**config.mk**
```make
export PLATFORM = sky130hd
export DESIGN_NAME = mac_dot_pipe
export DESIGN_NICKNAME = d
export VERILOG_FILES = /design/src/rtl/mac_dot_pipe.sv
export SDC_FILE = /design/constraint.sdc
export NUM_CORES = 2
export LEC_CHECK = 0
export ABC_AREA = 1
export ABC_CLOCK_PERIOD_IN_PS = 18650
export CORE_MARGIN = 2
export CORE_UTILIZATION = 50
export CTS_CLUSTER_DIAMETER = 200
export DETAILED_ROUTE_END_ITERATION = 12
export DONT_BUFFER_PORTS = 1
export GPL_TIMING_DRIVEN = 0
export PLACE_DENSITY_LB_ADDON = 0.08
export SLEW_MARGIN = 5
export SYNTH_ARGS = -nofsm -noshare
export SYNTH_HDL_FRONTEND = slang
export SYNTH_SLANG_ARGS = --single-unit
```
**constraint.sdc**
```tcl
create_clock -name clk -period 18.65 [get_ports clk]
set_clock_uncertainty 0.15 [all_clocks]
set_input_delay 3.73 -clock clk [delete_from_list [all_inputs] [get_ports clk]]
set_output_delay 3.73 -clock clk [all_outputs]
set_load 0.01 [all_outputs]
```
**src/rtl/mac_dot_pipe.sv**
```systemverilog
// LANES-wide integer dot-product accumulator. Three stages: lane products, adder-tree sum, saturating accumulate.
// Jobs run IDLE -> RUN -> DRAIN -> DONE; o_dbg_state exposes the FSM state.
module mac_dot_pipe #(
  parameter int DW    = 16,
  parameter int LANES = 4,
  parameter int ACC_W = 40,
  parameter int LEN_W = 8
) (
  input  logic                  clk,
  input  logic                  rst,
  input  logic                  start,
  input  logic                  signed_mode,
  input  logic [LEN_W-1:0]      acc_len,
  input  logic                  in_valid,
  output logic                  in_ready,
  input  logic [LANES*DW-1:0]   data_a,
  input  logic [LANES*DW-1:0]   data_b,
  output logic                  out_valid,
  input  logic                  out_ready,
  output logic [ACC_W-1:0]      out_data,
  output logic                  sat_flag,
  output logic                  busy,
  output logic [1:0]            o_dbg_state
);

  // Handshake: a beat transfers on a cycle with in_valid && in_ready; the result transfers on a
  // cycle with out_valid && out_ready, and out_valid/out_data/sat_flag are held stable until then.

  localparam int PW = 2 * DW;
  localparam logic [ACC_W-1:0] SMAX = {1'b0, {(ACC_W-1){1'b1}}};
  localparam logic [ACC_W-1:0] SMIN = {1'b1, {(ACC_W-1){1'b0}}};

  typedef enum logic [1:0] {
    S_IDLE  = 2'd0,
    S_RUN   = 2'd1,
    S_DRAIN = 2'd2,
    S_DONE  = 2'd3
  } state_t;

  state_t                     r_state;
  logic [LEN_W-1:0]           r_rem;
  logic                       r_mode;
  logic                       r_in_ready;
  logic                       r_busy;
  logic                       r_out_valid;
  logic [ACC_W-1:0]           r_out_data;
  logic                       r_out_sat;

  logic                       r_s1_v;
  logic [LANES-1:0][PW-1:0]   r_s1_prod;
  logic                       r_s2_v;
  logic [ACC_W-1:0]           r_s2_sum;
  logic [ACC_W-1:0]           r_acc;
  logic                       r_sat;

  logic                       w_accept;
  logic                       w_start_job;
  logic [LANES-1:0][PW-1:0]   w_prod;
  logic [ACC_W-1:0]           w_sum;
  logic [ACC_W:0]             w_new;
  logic                       w_ovf;
  logic [ACC_W-1:0]           w_acc_next;

  assign w_accept    = in_valid && r_in_ready;
  assign w_start_job = (r_state == S_IDLE) && start && (acc_len != '0);

  // Operands are extended to PW bits per mode; the low PW bits of the product are exact either way.
  for (genvar gi = 0; gi < LANES; gi++) begin : g_lane
    logic [PW-1:0] w_ea;
    logic [PW-1:0] w_eb;
    assign w_ea = {{DW{r_mode & data_a[gi*DW+DW-1]}}, data_a[gi*DW +: DW]};
    assign w_eb = {{DW{r_mode & data_b[gi*DW+DW-1]}}, data_b[gi*DW +: DW]};
    assign w_prod[gi] = w_ea * w_eb;
  end

  always_comb begin
    w_sum = '0;
    for (int i = 0; i < LANES; i++) begin
      w_sum = w_sum + {{(ACC_W-PW){r_mode & r_s1_prod[i][PW-1]}}, r_s1_prod[i]};
    end
  end

  // One guard bit: signed overflow shows as the top two bits disagreeing, unsigned as a carry out.
  always_comb begin
    w_new      = {r_mode & r_acc[ACC_W-1], r_acc} + {r_mode & r_s2_sum[ACC_W-1], r_s2_sum};
    w_ovf      = 1'b0;
    w_acc_next = w_new[ACC_W-1:0];
    if (r_mode) begin
      if (w_new[ACC_W] != w_new[ACC_W-1]) begin
        w_ovf      = 1'b1;
        w_acc_next = w_new[ACC_W] ? SMIN : SMAX;
      end
    end else if (w_new[ACC_W]) begin
      w_ovf      = 1'b1;
      w_acc_next = '1;
    end
  end

  always_ff @(posedge clk or posedge rst) begin
    if (rst) begin
      r_s1_v    <= 1'b0;
      r_s1_prod <= '0;
      r_s2_v    <= 1'b0;
      r_s2_sum  <= '0;
      r_acc     <= '0;
      r_sat     <= 1'b0;
    end else begin
      r_s1_v <= w_accept;
      if (w_accept) r_s1_prod <= w_prod;
      r_s2_v <= r_s1_v;
      if (r_s1_v) r_s2_sum <= w_sum;
      if (w_start_job) begin
        r_acc <= '0;
        r_sat <= 1'b0;
      end else if (r_s2_v) begin
        r_acc <= w_acc_next;
        r_sat <= r_sat | w_ovf;
      end
    end
  end

  always_ff @(posedge clk or posedge rst) begin
    if (rst) begin
      r_state     <= S_IDLE;
      r_rem       <= '0;
      r_mode      <= 1'b0;
      r_in_ready  <= 1'b0;
      r_busy      <= 1'b0;
      r_out_valid <= 1'b0;
      r_out_data  <= '0;
      r_out_sat   <= 1'b0;
    end else begin
      case (r_state)
        S_IDLE: begin
          if (start) begin
            r_busy <= 1'b1;
            if (acc_len != '0) begin
              r_rem      <= acc_len;
              r_mode     <= signed_mode;
              r_in_ready <= 1'b1;
              r_state    <= S_RUN;
            end else begin
              r_out_valid <= 1'b1;
              r_out_data  <= '0;
              r_out_sat   <= 1'b0;
              r_state     <= S_DONE;
            end
          end
        end
        S_RUN: begin
          if (w_accept) begin
            r_rem <= r_rem - LEN_W'(1);
            if (r_rem == LEN_W'(1)) begin
              r_in_ready <= 1'b0;
              r_state    <= S_DRAIN;
            end
          end
        end
        S_DRAIN: begin
          // With S1 and S2 empty the accumulator already holds the last beat.
          if (!r_s1_v && !r_s2_v) begin
            r_out_valid <= 1'b1;
            r_out_data  <= r_acc;
            r_out_sat   <= r_sat;
            r_state     <= S_DONE;
          end
        end
        S_DONE: begin
          if (out_ready) begin
            r_out_valid <= 1'b0;
            r_busy      <= 1'b0;
            r_state     <= S_IDLE;
          end
        end
        default: r_state <= S_IDLE;
      endcase
    end
  end

  assign in_ready    = r_in_ready;
  assign out_valid   = r_out_valid;
  assign out_data    = r_out_data;
  assign sat_flag    = r_out_sat;
  assign busy        = r_busy;
  assign o_dbg_state = r_state;

endmodule

```
# [Yosys cells after proc, flatten, opt, wreduce, memory -nomap -nowiden]
# Index checks and enable logic that the tools add are counted.
[op_classes] add_sub_neg=5 n_mul=4 n_div=0 magnitude_cmp=0 eq_ne=12 shift=0 mux=42 bitwise=15 n_reduce_logical=20
[ops] op="$mux W40" count=9
[ops] op="$mul A17 B17 Y32" count=4
[ops] op="$pmux W40 S2" count=1
[ops] op="$add A41 B41 Y41" count=1
[ops] op="$add A35 B33 Y36" count=1
[ops] op="$add A34 B33 Y35" count=1
[ops] op="$add A33 B33 Y34" count=1
[ops] op="$mux W8" count=3
[ops] op="$mux W1" count=17
[ops] op="$pmux W8 S2" count=1
[ops] op="$reduce_and A5 Y1" count=3
[ops] op="$and A1 B1 Y1" count=14
[ops] op="$mux W2" count=6
[ops] op="$ne A2 B2 Y1 const B" count=6
[ops] op="$eq A8 B1 Y1 const B" count=1
[ops] op="$pmux W2 S4" count=1
[ops] op="$reduce_and A4 Y1" count=2
[ops] op="$reduce_bool A2 Y1" count=4
[ops] op="$reduce_bool A8 Y1" count=1
[ops] op="$sub A8 B1 Y8 const B" count=1
[ops] op="$pmux W1 S2" count=3
[ops] op="$reduce_and A3 Y1" count=2
[ops] op="$eq A2 B2 Y1 const B" count=2
[ops] op="$logic_and A1 B1 Y1" count=4
[ops] op="other kinds (8)" count=9
[word_totals] regBits=266 latch_bits=0 ram_bits=0 mem_bits_ro=0 n_memories=0

# [Longest topological paths before layout]
[depth] word_depth=8 depth_mapped=29 mapped_depth_nobuf=26

# [Worst setup path after synthesis]
# No wires, ideal clock.
[synth_timing] kind="input port to flip-flop" start="input data_a[15]" end="register r_s1_prod[25] (netlist name)" arrival_time_ns=8.907 required_ns=18.382 path_slack_ns=9.475 cell_stages=24 n_path_buf=2 path_cell_list="clkbuf_1 -> clkbuf_1 -> nand2_1 -> nor2_1 -> fa_1 -> inv_1 -> fa_1 -> inv_1 -> fa_1 -> fa_1 -> fa_1 -> inv_1 -> fa_1 -> inv_1 -> ha_1 -> a21oi_1 -> inv_1 -> a21oi_1 -> nor2_1 -> nor2_1 -> o211ai_1 -> or2_2 -> nand3_1 -> nand2_1"
[synth_between] elab_chain_len=2
[synth_rtl] item="from (decl)" line_no="16" rtl="input logic [LANES*DW-1:0] data_a,"
[synth_rtl] item="$and A1 B1 Y1" line_no="71" rtl="assign w_ea = {{DW{r_mode & data_a[gi*DW+DW-1]}}, data_a[gi*DW +: DW]};"
[synth_rtl] item="$mul A17 B17 Y32 (*)" line_no="73" rtl="assign w_prod[gi] = w_ea * w_eb;"
[synth_rtl] item="to (signal assigned)" line_no="109" rtl="if (w_accept) r_s1_prod <= w_prod;"
[synth_rtl] item="to (decl)" line_no="50" rtl="logic [LANES-1:0][PW-1:0] r_s1_prod;"
# Mark *: on every way between the ends. The rest lies on a longest branch, timed or not.
# A chain may end at the register's enable or synchronous reset.

# [Final worst setup path]
[layout_timing] start="input data_a[63]" end="register r_s1_prod[116] (netlist name)"
# Same word-level chain as after synthesis.

==> impl_results.md <==
* Dominant cells by area after synthesis: fa_1, inv_1, nand2_1, dfrtp_1, ha_1
* CTS tree: built
* Postcts setup bufs at 0
* Setup TNS at 0 ps
* Layout fillers at around 12000
* Final hold vios at 0
* Core ar. at 122200 sq um
* Simple-Gate Fraction of Synth Area at around a fifth
* Die Wd at between 300 and 400 um
* Syn Nets at slightly below 10000
* Hold WC Path Type: reg -> reg
* Critical path data arrival time at 10240 ps
* First-pass GRT wire length at approximately 300000 um
* Initial DRC Count at about 3800
* DR DRC count at 0
* Area delta synth->final at 5.171%
* Top cells by count, synth: inv_1, nand2_1, fa_1, nor2_1, ha_1
* Number of port buffers at 0
* Synth warn at 0
* Crit start category: input pin
* Setup-failing EPs final at 0
* Post-synthesis register bit count at approximately 260
* Synth unique cells at 52
* Placer Congestion at between 0.9 and 1
* Gr usage total at between 30% and 40%
* Ys flop type: dfrtp_1
* # rows at 128
* Complex-gate fraction of the synthesized area at between 5 and 6%
* Largest family of logic cells by synthesized area: adder cells
* Fin crit share at around 53%
* Crit-path max FO at 10
* Synth Instances at 8122
* Share of layout cells above drive strength 1 at approximately 2.2%
* Mapped Area at about 62000 sq um
* Clock root buffer: clkbuf_16
* Setup CP Type: in -> reg
* Unrepaired setup endpoints after global routing: no
* Clock Latency Late Sink at 620 ps
* Post-synthesis sequential area ratio at between 10% and 20%
* Clk buf depth at 3
* Routed vias/inst at ~5.2
* Syn avg cell area at 7.608 sq um
* EDFF count, synth at 0
* Total Nets Final at roughly 9900
* Reg clk slew, reported paths at 70 ps
* Chip height at approximately 360 um
* Maxcap violations at 0
* GR Overflow Total at 0
* Initial antenna violation count at 0
* Max-slew violation count at 0
* Yosys top cell area share at around two fifths
* Post-cts sizing count at 0
* Vias in the first global route at around 53000
* Slew @ Worst Pin at approximately 1200 ps
* Via count at between 50000 and 60000
* Largest net degree at the start of global routing at 118
* Post-synthesis async set-or-reset flop share at 100.0%
* Synth Area in Adders at 47.07%
* Mux contribution to synthesized area at 0%
* Die footprint at 126400 sq um
* Top-level port count at 188
* Post-CTS Hold Fix Bufs at 0
* Initial Utilization at ~50%
* H-tree Lvls at 1
* DR pass1 iterations at 6
* Worst path required time at between 15000 and 20000 ps
* Wire length per cell at between 15 and 20 um
* Top-count cell post-synth: inv_1
* HPWL after detailed placement at between 150000 and 200000 um
* Worst rel slew slack at 18.35%
* Fmax at roughly 100 MHz
* Tmin final at 9906 ps
* CP Capture Type: flop
* Sinks on the clock net at approximately 260
* Routed wire length at 189800 um
* Synth area leader: fa_1
* TritonCTS Buffers at 30
* Routed Antenna Nets at 0
* Final core occ at 53.19%
* Status: finished clean
* Synth Area in XOR/XNOR at under 10%
## layer usage
layer / share of wire [%] / track usage (%) / vias up
li1: - / - / 23740
met1: 43 / 41.97 / 25400
met2: 49 / 53.22 / 1444
met3: 5.7 / 3.406 / 246
met4: 2.7 / 7.347 / 0
met5: 0 / 0 / -
## layout by cell type, fill, tap and decap left out, types with 5 or more instances in the layout
master and n:
a211oi_1 6, a21o_1 9, a21oi_1 190, a221oi_1 5, a31o_2 7, a31oi_1 62, buf_1 10, buf_2 10
clkbuf_1 310, clkbuf_16 30, clkbuf_8 10, dfrtp_1 262, fa_1 1196, ha_1 411, inv_1 2187, inv_2 7
nand2_1 2102, nand2_2 5, nand3_1 247, nand3_2 32, nand3b_1 12, nand4_1 88, nor2_1 429, nor3_1 37
o211ai_1 11, o21a_1 6, o21ai_0 253, o21ai_1 6, o21bai_1 29, o31ai_1 5, or2_2 44, xnor2_1 54
xor2_1 54
## critical path: stages
cell and delay [ps]:
clkbuf_1 400, clkbuf_1 570, nand2_1 210, nor2_1 230, inv_1 90, fa_1 480
inv_1 60, fa_1 530, inv_1 50, fa_1 490, inv_1 50, fa_1 510
fa_1 490, inv_1 40, fa_1 490, inv_1 50, ha_1 390, a21oi_1 250
o21ai_0 170, o21bai_1 230, a21oi_1 170, xor2_1 410, o21ai_0 150
## sequential cells by signal, summed over array words and instances, names as in the netlist
register / count
r_s1_prod: 128
out_data: 40
r_acc: 40
r_s2_sum: 36
r_rem: 8
o_dbg_state: 2
busy: 1
in_ready: 1
out_valid: 1
r_mode: 1
r_s1_v: 1
r_s2_v: 1
r_sat: 1
sat_flag: 1
## logic make-up (layout without fill, tap and decap cells)
| logic type | after synthesis | in the layout |
|---|---|---|
| compound gates | 599 | 599 |
| xor+xnor | 108 | 108 |
| fa+ha+maj | 1607 | 1607 |
| buf+inv | 2530 | 2587 |
| flops | 262 | 262 |
| other cells | 0 | 1 |
| simple gates | 3016 | 3016 |
## path summary, 6_finish.rpt
check,from,cells past startpoint,slack [ps],to
setup / recovery,data_a[63],23,8740,r_s1_prod[116]
hold / removal,r_s1_v,0,240,r_s2_v
setup reg to reg,r_mode,23,10190,r_s1_prod[125]
hold reg to reg,r_s1_v,0,240,r_s2_v
max in group asynchronous,rst,3,14070,r_s1_prod[63]
min in group asynchronous,rst,1,2850,o_dbg_state[1]
## through the flow
stage / worst slack [ps] / hold WS (ps) / area [sq um] / instances
4_1_cts: 8769 / 240.5 / 64990 / 9804
6_report: 8744 / 239.2 / 64990 / 9805
2_1_floorplan: 7558 / 201.9 / 61800 / 8122
5_1_grt: 8401 / 266.5 / 64990 / 9804
3_5_place_dp: 8150 / 212.7 / 63900 / 9749
3_3_place_gp: 4420 / 206.5 / 63830 / 9747
## layout make-up
cell class	count	area [sq um]	share of cell area (%)
inverters	2196	8250	12.69
repair buffers	2	55.05	0.08471
clock inverters	14	200.2	0.3080
clock buffers	41	892.1	1.373
well taps	1625	2033	3.128
multi-input cells	5330	45710	70.33
plain buffers	334	1291	1.987
diodes	1	2.502	0.003850
flip-flops and latches	262	6556	10.09
Power is not shown: default switching activity piles up to over one toggle a cycle in this logic, so the estimate is an artifact.
